$ cat src/rtl/sending_output_image.sv
`default_nettype none
// ============================================================================
// Module   : sending_output_image
// Purpose  : Parallel-to-serial transmitter. Captures a 256-bit vector in one
//            cycle and streams it out as NUM_WORDS words of WORD_W bits under
//            a valid/ready handshake. Word k is image_256_bit[1+32k:32+32k].
// Options  : WORD_PARITY_EN - adds output 'parity', the XOR reduction of the
//            word on image_32_bit (0 while valid=0).
// Revision : 1.0 - initial release
// ============================================================================
module sending_output_image #(
  parameter int WORD_W    = 32,
  parameter int NUM_WORDS = 8
) (
  input  logic                         clock,
  input  logic                         reset,
  input  logic [1:WORD_W*NUM_WORDS]    image_256_bit,
  input  logic                         load,
  input  logic                         ready,
  output logic [WORD_W-1:0]            image_32_bit,
  output logic                         valid,
  output logic                         busy,
`ifdef WORD_PARITY_EN
  output logic                         parity,
`endif
  output logic                         done
);

  localparam int VEC_W = WORD_W * NUM_WORDS;
  localparam int CNT_W = $clog2(NUM_WORDS) + 1;
  localparam logic [CNT_W-1:0] C_LAST = CNT_W'(NUM_WORDS - 1);

  typedef enum logic [1:0] {
    S_IDLE = 2'd0,
    S_SEND = 2'd1,
    S_DONE = 2'd2
  } state_t;

  state_t             state_q, state_d;
  logic [VEC_W-1:0]   shreg_q, shreg_d;
  logic [CNT_W-1:0]   count_q, count_d;
  logic               valid_q, valid_d;
  logic               busy_q,  busy_d;
  logic               done_q,  done_d;
`ifdef WORD_PARITY_EN
  logic               parity_q, parity_d;
`endif

  // The current word is always the top slice of the shift register; index 1
  // of the input vector lands in the MSB, so word 0 goes out first.
  assign image_32_bit = shreg_q[VEC_W-1 -: WORD_W];
  assign valid        = valid_q;
  assign busy         = busy_q;
  assign done         = done_q;
`ifdef WORD_PARITY_EN
  assign parity       = parity_q;
`endif

  // State and datapath registers; reset aborts any transfer immediately.
  always_ff @(posedge clock or negedge reset) begin
    if (!reset) begin
      state_q  <= S_IDLE;
      shreg_q  <= '0;
      count_q  <= '0;
      valid_q  <= 1'b0;
      busy_q   <= 1'b0;
      done_q   <= 1'b0;
`ifdef WORD_PARITY_EN
      parity_q <= 1'b0;
`endif
    end else begin
      state_q  <= state_d;
      shreg_q  <= shreg_d;
      count_q  <= count_d;
      valid_q  <= valid_d;
      busy_q   <= busy_d;
      done_q   <= done_d;
`ifdef WORD_PARITY_EN
      parity_q <= parity_d;
`endif
    end
  end

  // Next-state logic: capture in IDLE, shift on each accepted word in SEND,
  // single-cycle DONE pulse before returning to IDLE.
  always_comb begin
    state_d  = state_q;
    shreg_d  = shreg_q;
    count_d  = count_q;
    valid_d  = valid_q;
    busy_d   = busy_q;
    done_d   = 1'b0;
`ifdef WORD_PARITY_EN
    parity_d = parity_q;
`endif
    case (state_q)
      S_IDLE: begin
        if (load) begin
          shreg_d  = image_256_bit;
          count_d  = '0;
          valid_d  = 1'b1;
          busy_d   = 1'b1;
`ifdef WORD_PARITY_EN
          parity_d = ^image_256_bit[1:WORD_W];
`endif
          state_d  = S_SEND;
        end
      end
      S_SEND: begin
        if (valid_q && ready) begin
          if (count_q == C_LAST) begin
            // Last word accepted: the output word is left as-is, valid drops.
            valid_d  = 1'b0;
            busy_d   = 1'b0;
            done_d   = 1'b1;
`ifdef WORD_PARITY_EN
            parity_d = 1'b0;
`endif
            state_d  = S_DONE;
          end else begin
            shreg_d  = shreg_q << WORD_W;
            count_d  = count_q + CNT_W'(1);
`ifdef WORD_PARITY_EN
            parity_d = ^shreg_q[VEC_W-WORD_W-1 -: WORD_W];
`endif
          end
        end
      end
      S_DONE: begin
        state_d = S_IDLE;
      end
      default: begin
        state_d = S_IDLE;
      end
    endcase
  end

endmodule
`default_nettype wire

$ cat config.mk
export PLATFORM = sky130hd
export DESIGN_NAME = sending_output_image
export DESIGN_NICKNAME = d
export VERILOG_FILES = /design/src/rtl/sending_output_image.sv
export SDC_FILE = /design/constraint.sdc
export NUM_CORES = 1
export LEC_CHECK = 0
export CAP_MARGIN = 20
export CORE_MARGIN = 4
export CORE_UTILIZATION = 56
export CTS_BUF_LIST = sky130_fd_sc_hd__clkbuf_4 sky130_fd_sc_hd__clkbuf_8
export CTS_CLUSTER_SIZE = 14
export DETAILED_ROUTE_END_ITERATION = 10
export PLACE_DENSITY = 0.88
export SLEW_MARGIN = 10
export SYNTH_ARGS = -nofsm -noshare
export SYNTH_HDL_FRONTEND = slang
export SYNTH_SLANG_ARGS = --single-unit
$ cat constraint.sdc
create_clock -name clock -period 4.7 [get_ports clock]
set_input_delay 0.47 -clock clock [delete_from_list [all_inputs] [get_ports clock]]
set_output_delay 0.47 -clock clock [all_outputs]
set_load 0.01 [all_outputs]
==> results_tabular.tex <==
\begin{tabular}{lr}
\hline
Metric & Value \\
\hline
\multicolumn{2}{l}{\textbf{Power and ir drop}} \\
\quad Pwr dens & $\sim$630 nW/um\^{}2 \\
\quad Power spent charging and discharging nets & 3.22 mW \\
\quad Leakage power figure & about 7.5 nW \\
\quad Part of the total power dissipated in the clock network & 0.195 \\
\quad Total power of the final layout & 10.7 mW \\
\quad Worst ir drop on vdd & around 570 uV \\
\quad Combinational Power Share & 0.444 \\
\quad Switching share of power & 0.301 \\
\quad Internal cell power & 7.48 mW \\
\quad Proportion of power drawn by flip-flops and latches & 0.361 \\
\multicolumn{2}{l}{\textbf{Route}} \\
\quad Number of nets with antenna violations after routing & 0 \\
\quad Average wire per cell in the routed design & between 15 and 20 um \\
\quad Via-per-instance ratio & 5.32 \\
\quad Via count & 8002 \\
\quad Initial DRC count & 307 \\
\quad Final routed DRC violation total & 0 \\
\quad Post-detailed-routing wire length & 28900 um \\
\quad Number of detailed-route iterations in the first pass & 4 \\
\multicolumn{2}{l}{\textbf{Outcome}} \\
\quad Status & complete, but fails checks \\
\quad Violated checks & negative hold slack \\
\multicolumn{2}{l}{\textbf{Cells and area}} \\
\quad Number of antenna repair diodes & 0 \\
\quad Share of final-layout standard cells stronger than drive strength 1 & 0.399 \\
\quad Area of all placed cells without fillers & between 15000 and 20000 um\^{}2 \\
\quad Final non-filler cell total & 1503 \\
\quad Final core area utilization & 0.740 \\
\quad Filler Cells Inserted & 1554 \\
\quad Net count reported at finish & $\sim$1400 \\
\quad Synth-to-layout area growth & 29.2\% \\
\multicolumn{2}{l}{\textbf{STA}} \\
\quad Worst hold margin & -0.0137 ns \\
\quad Post-layout minimum cycle time & 2.66 ns \\
\quad Worst-case clock skew & 0.0127 ns \\
\quad Crit share post-route & 0.566 \\
\quad Final Slew Violations & 0 \\
\quad Aggregate negative setup slack & 0 ns \\
\quad Number of setup violations in the final report & 0 \\
\quad Number of hold violations in the final report & 15 \\
\quad Slew headroom & 0.320 \\
\quad RSZ-0062 raised after global routing & no \\
\quad Slew of the pin with the lowest slew margin & 1.02 ns \\
\quad Final Worst Setup Slack & 2.04 ns \\
\quad Peak clock frequency supported by timing & 376 MHz \\
\multicolumn{2}{l}{\textbf{Global routing}} \\
\quad Number of global-route vias before repair & 8889 \\
\quad Global-route congestion overflow total & 0 \\
\quad Global router's overall resource usage & 0.220 \\
\quad Pin count of the biggest net entering global routing & 185 \\
\quad Initial antenna violation count & 2 \\
\quad Wire length of the first global-routing pass & approximately 46000 um \\
\multicolumn{2}{l}{\textbf{Yosys}} \\
\quad Number of warning messages in the yosys log & 0 \\
\quad Net count after synthesis & $\sim$1200 \\
\quad Fraction of the yosys area taken by sequential cells & 0.506 \\
\quad Async set-reset flop share out of synthesis & 1.00 \\
\quad Post-synthesis average cell area & between 10 and 15 um\^{}2 \\
\quad Yosys cell types & 32 \\
\quad Mapped Area & approximately 13000 um\^{}2 \\
\quad Flops \& latches, synth & 264 \\
\quad Number of synthesized flops with an enable pin & 0 \\
\quad Most instantiated flip-flop cell in the synthesis netlist & sky130\_fd\_sc\_hd\_\_dfrtp\_1 \\
\quad Gate count of the mapped netlist & $\sim$900 \\
\multicolumn{2}{l}{\textbf{Critical path}} \\
\quad Critical path required time & 5.11 ns \\
\quad Critical path peak fanout & 39 \\
\quad Worst reg-to-reg setup slack & 2.04 ns \\
\quad Critical Path Source Type & flop \\
\quad CP Class & reg -> reg \\
\quad Arrival @ worst endpoint & a little over 3 ns \\
\quad Element type at the critical path end & flop \\
\multicolumn{2}{l}{\textbf{Floorplan}} \\
\quad Area of the core & 22800 um\^{}2 \\
\quad Std cell rows & 55 \\
\quad Horiz. Die Dim & between 150 and 200 um \\
\quad Number of top-level pins & $\sim$300 \\
\quad Die height & 161 um \\
\quad Starting density of the core & 0.573 \\
\quad Overall die area & roughly 26000 um\^{}2 \\
\multicolumn{2}{l}{\textbf{Placement}} \\
\quad I/O Buffers & 294 \\
\quad Sum of net half-perimeters after detailed placement & 20000 um \\
\quad Total cell area at the placement stage & 15900 um\^{}2 \\
\quad Worst setup slack before clock tree synthesis & roughly 1.8 ns \\
\quad Placed cell count & between 1000 and 1500 \\
\quad RePlAce Congestion & 0.798 \\
\multicolumn{2}{l}{\textbf{CTS}} \\
\quad CTS root buffer & sky130\_fd\_sc\_hd\_\_clkbuf\_8 \\
\quad CTS tree & yes \\
\quad Total number of H-tree levels & 2 \\
\quad Post-CTS repair timing setup buffer count & 0 \\
\quad Post-CTS Hold Fix Bufs & 0 \\
\quad Resized Gates After CTS & 0 \\
\quad Clock insertion delay at the later pin of the skew report & 0.53 ns \\
\quad Clock sink count & between 200 and 300 \\
\quad TritonCTS Buffers & 44 \\
\quad Post-CTS clock slew at the launch and capture registers of the worst setup and hold paths & 0.06 ns \\
\quad Max clock buf depth & 3 \\
\multicolumn{2}{l}{\textbf{Flow run}} \\
\quad Maximum capacitance violations & 0 \\
\multicolumn{2}{l}{\textbf{Min path}} \\
\quad Type of the worst min-delay path & in -> async \\
\hline
\end{tabular}
## cell usage after synthesis (2+ instances only)
library cell                number  area share
sky130_fd_sc_hd__buf_2          24      0.0092
sky130_fd_sc_hd__inv_1           2     0.00058
sky130_fd_sc_hd__clkbuf_1        9      0.0026
sky130_fd_sc_hd__buf_6           3      0.0026
sky130_fd_sc_hd__dfrtp_1       264        0.51
sky130_fd_sc_hd__buf_4          55       0.032
sky130_fd_sc_hd__nand2b_1        2     0.00096
sky130_fd_sc_hd__mux2_2        382        0.33
sky130_fd_sc_hd__o2bb2ai_1       2      0.0013
sky130_fd_sc_hd__nor3_1          3      0.0012
sky130_fd_sc_hd__nor2b_1        33       0.016
sky130_fd_sc_hd__nand3_1         2     0.00077
sky130_fd_sc_hd__mux2_1         98       0.085
## logic make-up (layout without fill, tap and decap cells)
group / after synthesis / in the layout / share of synthesized area
multiplexers: 481 / 481 / 0.415
flip-flops: 264 / 264 / 0.506
buffers and inverters: 93 / 385 / 0.0466
AND/OR/NAND/NOR: 47 / 47 / 0.0229
AO/OA/AOI/OAI: 12 / 12 / 0.00834
adder cells (fa/ha/maj): 1 / 1 / 0.000959
## final timing paths
kind / from / endpoint / cells after the start
setup / recovery: count_q[0]$_DFFE_PN0P_ / shreg_q[227]$_DFFE_PN0P_ / 5
hold / removal: reset / shreg_q[162]$_DFFE_PN0P_ / 1
setup reg to reg: count_q[0]$_DFFE_PN0P_ / shreg_q[227]$_DFFE_PN0P_ / 5
hold reg to reg: shreg_q[190]$_DFFE_PN0P_ / shreg_q[190]$_DFFE_PN0P_ / 1
max in group asynchronous: reset / shreg_q[152]$_DFFE_PN0P_ / 2
min in group clock: shreg_q[190]$_DFFE_PN0P_ / shreg_q[190]$_DFFE_PN0P_ / 1
## routing by layer
metal  routed length (um)  share of wire  GRT usage
met1                10900           0.38      0.247
met2                14600           0.51      0.391
met3                 2690          0.093     0.0878
met4                  662          0.023     0.0571
met5                   22        0.00076          0
## power by group through the flow
| stage | combinational (mW) | sequential [mW] | clock (mW) |
|---|---|---|---|
| after global routing | 5.16 | 3.98 | 2.25 |
| final | 4.75 | 3.86 | 2.09 |
| after floorplan | 4.02 | 3.66 | 0 |
| after CTS | 4.83 | 3.87 | 2.15 |
| after detailed placement | 4.81 | 3.89 | 0 |
| after global placement | 4.67 | 3.85 | 0 |
## area by class of cell
| cell class | count | area [um^2] | area share |
|---|---|---|---|
| clock buffer | 73 | 898 | 0.0533 |
| inverter | 2 | 7.51 | 0.000445 |
| sequential | 264 | 6610 | 0.392 |
| timing repair buffer | 305 | 3080 | 0.183 |
| tap | 313 | 392 | 0.0232 |
| clock inverter | 5 | 30.0 | 0.00178 |
| multi-input combinational | 541 | 5840 | 0.347 |
## critical path, cell delays in order (launching register included)
cell and delay [ns]:
sky130_fd_sc_hd__dfrtp_1 0.41, sky130_fd_sc_hd__ha_1 0.26, sky130_fd_sc_hd__and3b_1 0.24, sky130_fd_sc_hd__a221oi_4 0.66
sky130_fd_sc_hd__buf_4 0.55, sky130_fd_sc_hd__mux2_2 0.40
## state kept, by name (all words and copies together), names as in the netlist
name and flops:
count_q 4, state_q 2, busy 1, done 1, shreg_q 256
## cell usage in the layout, fill, tap and decap left out, drive strengths merged
cell and instances:
a211o 1, o2bb2ai 2, a21o 1, and4 1
and3b 1, clkinv 3, mux2i 1, buf 12
ha 1, clkdlybuf4s50 293, o21ai 1, o22a 1
mux2 480, clkinvlp 2, nand3 3, nand2 1
nor3 3, inv 2, clkbuf 73, a21oi 1
and4b 1, dfrtp 264, a221oi 2, nor2b 33
a21boi 1, and3 1, a31oi 1, nand3b 1
nand2b 2, a211oi 1
Note: power is estimated with default switching activity, not from simulation.
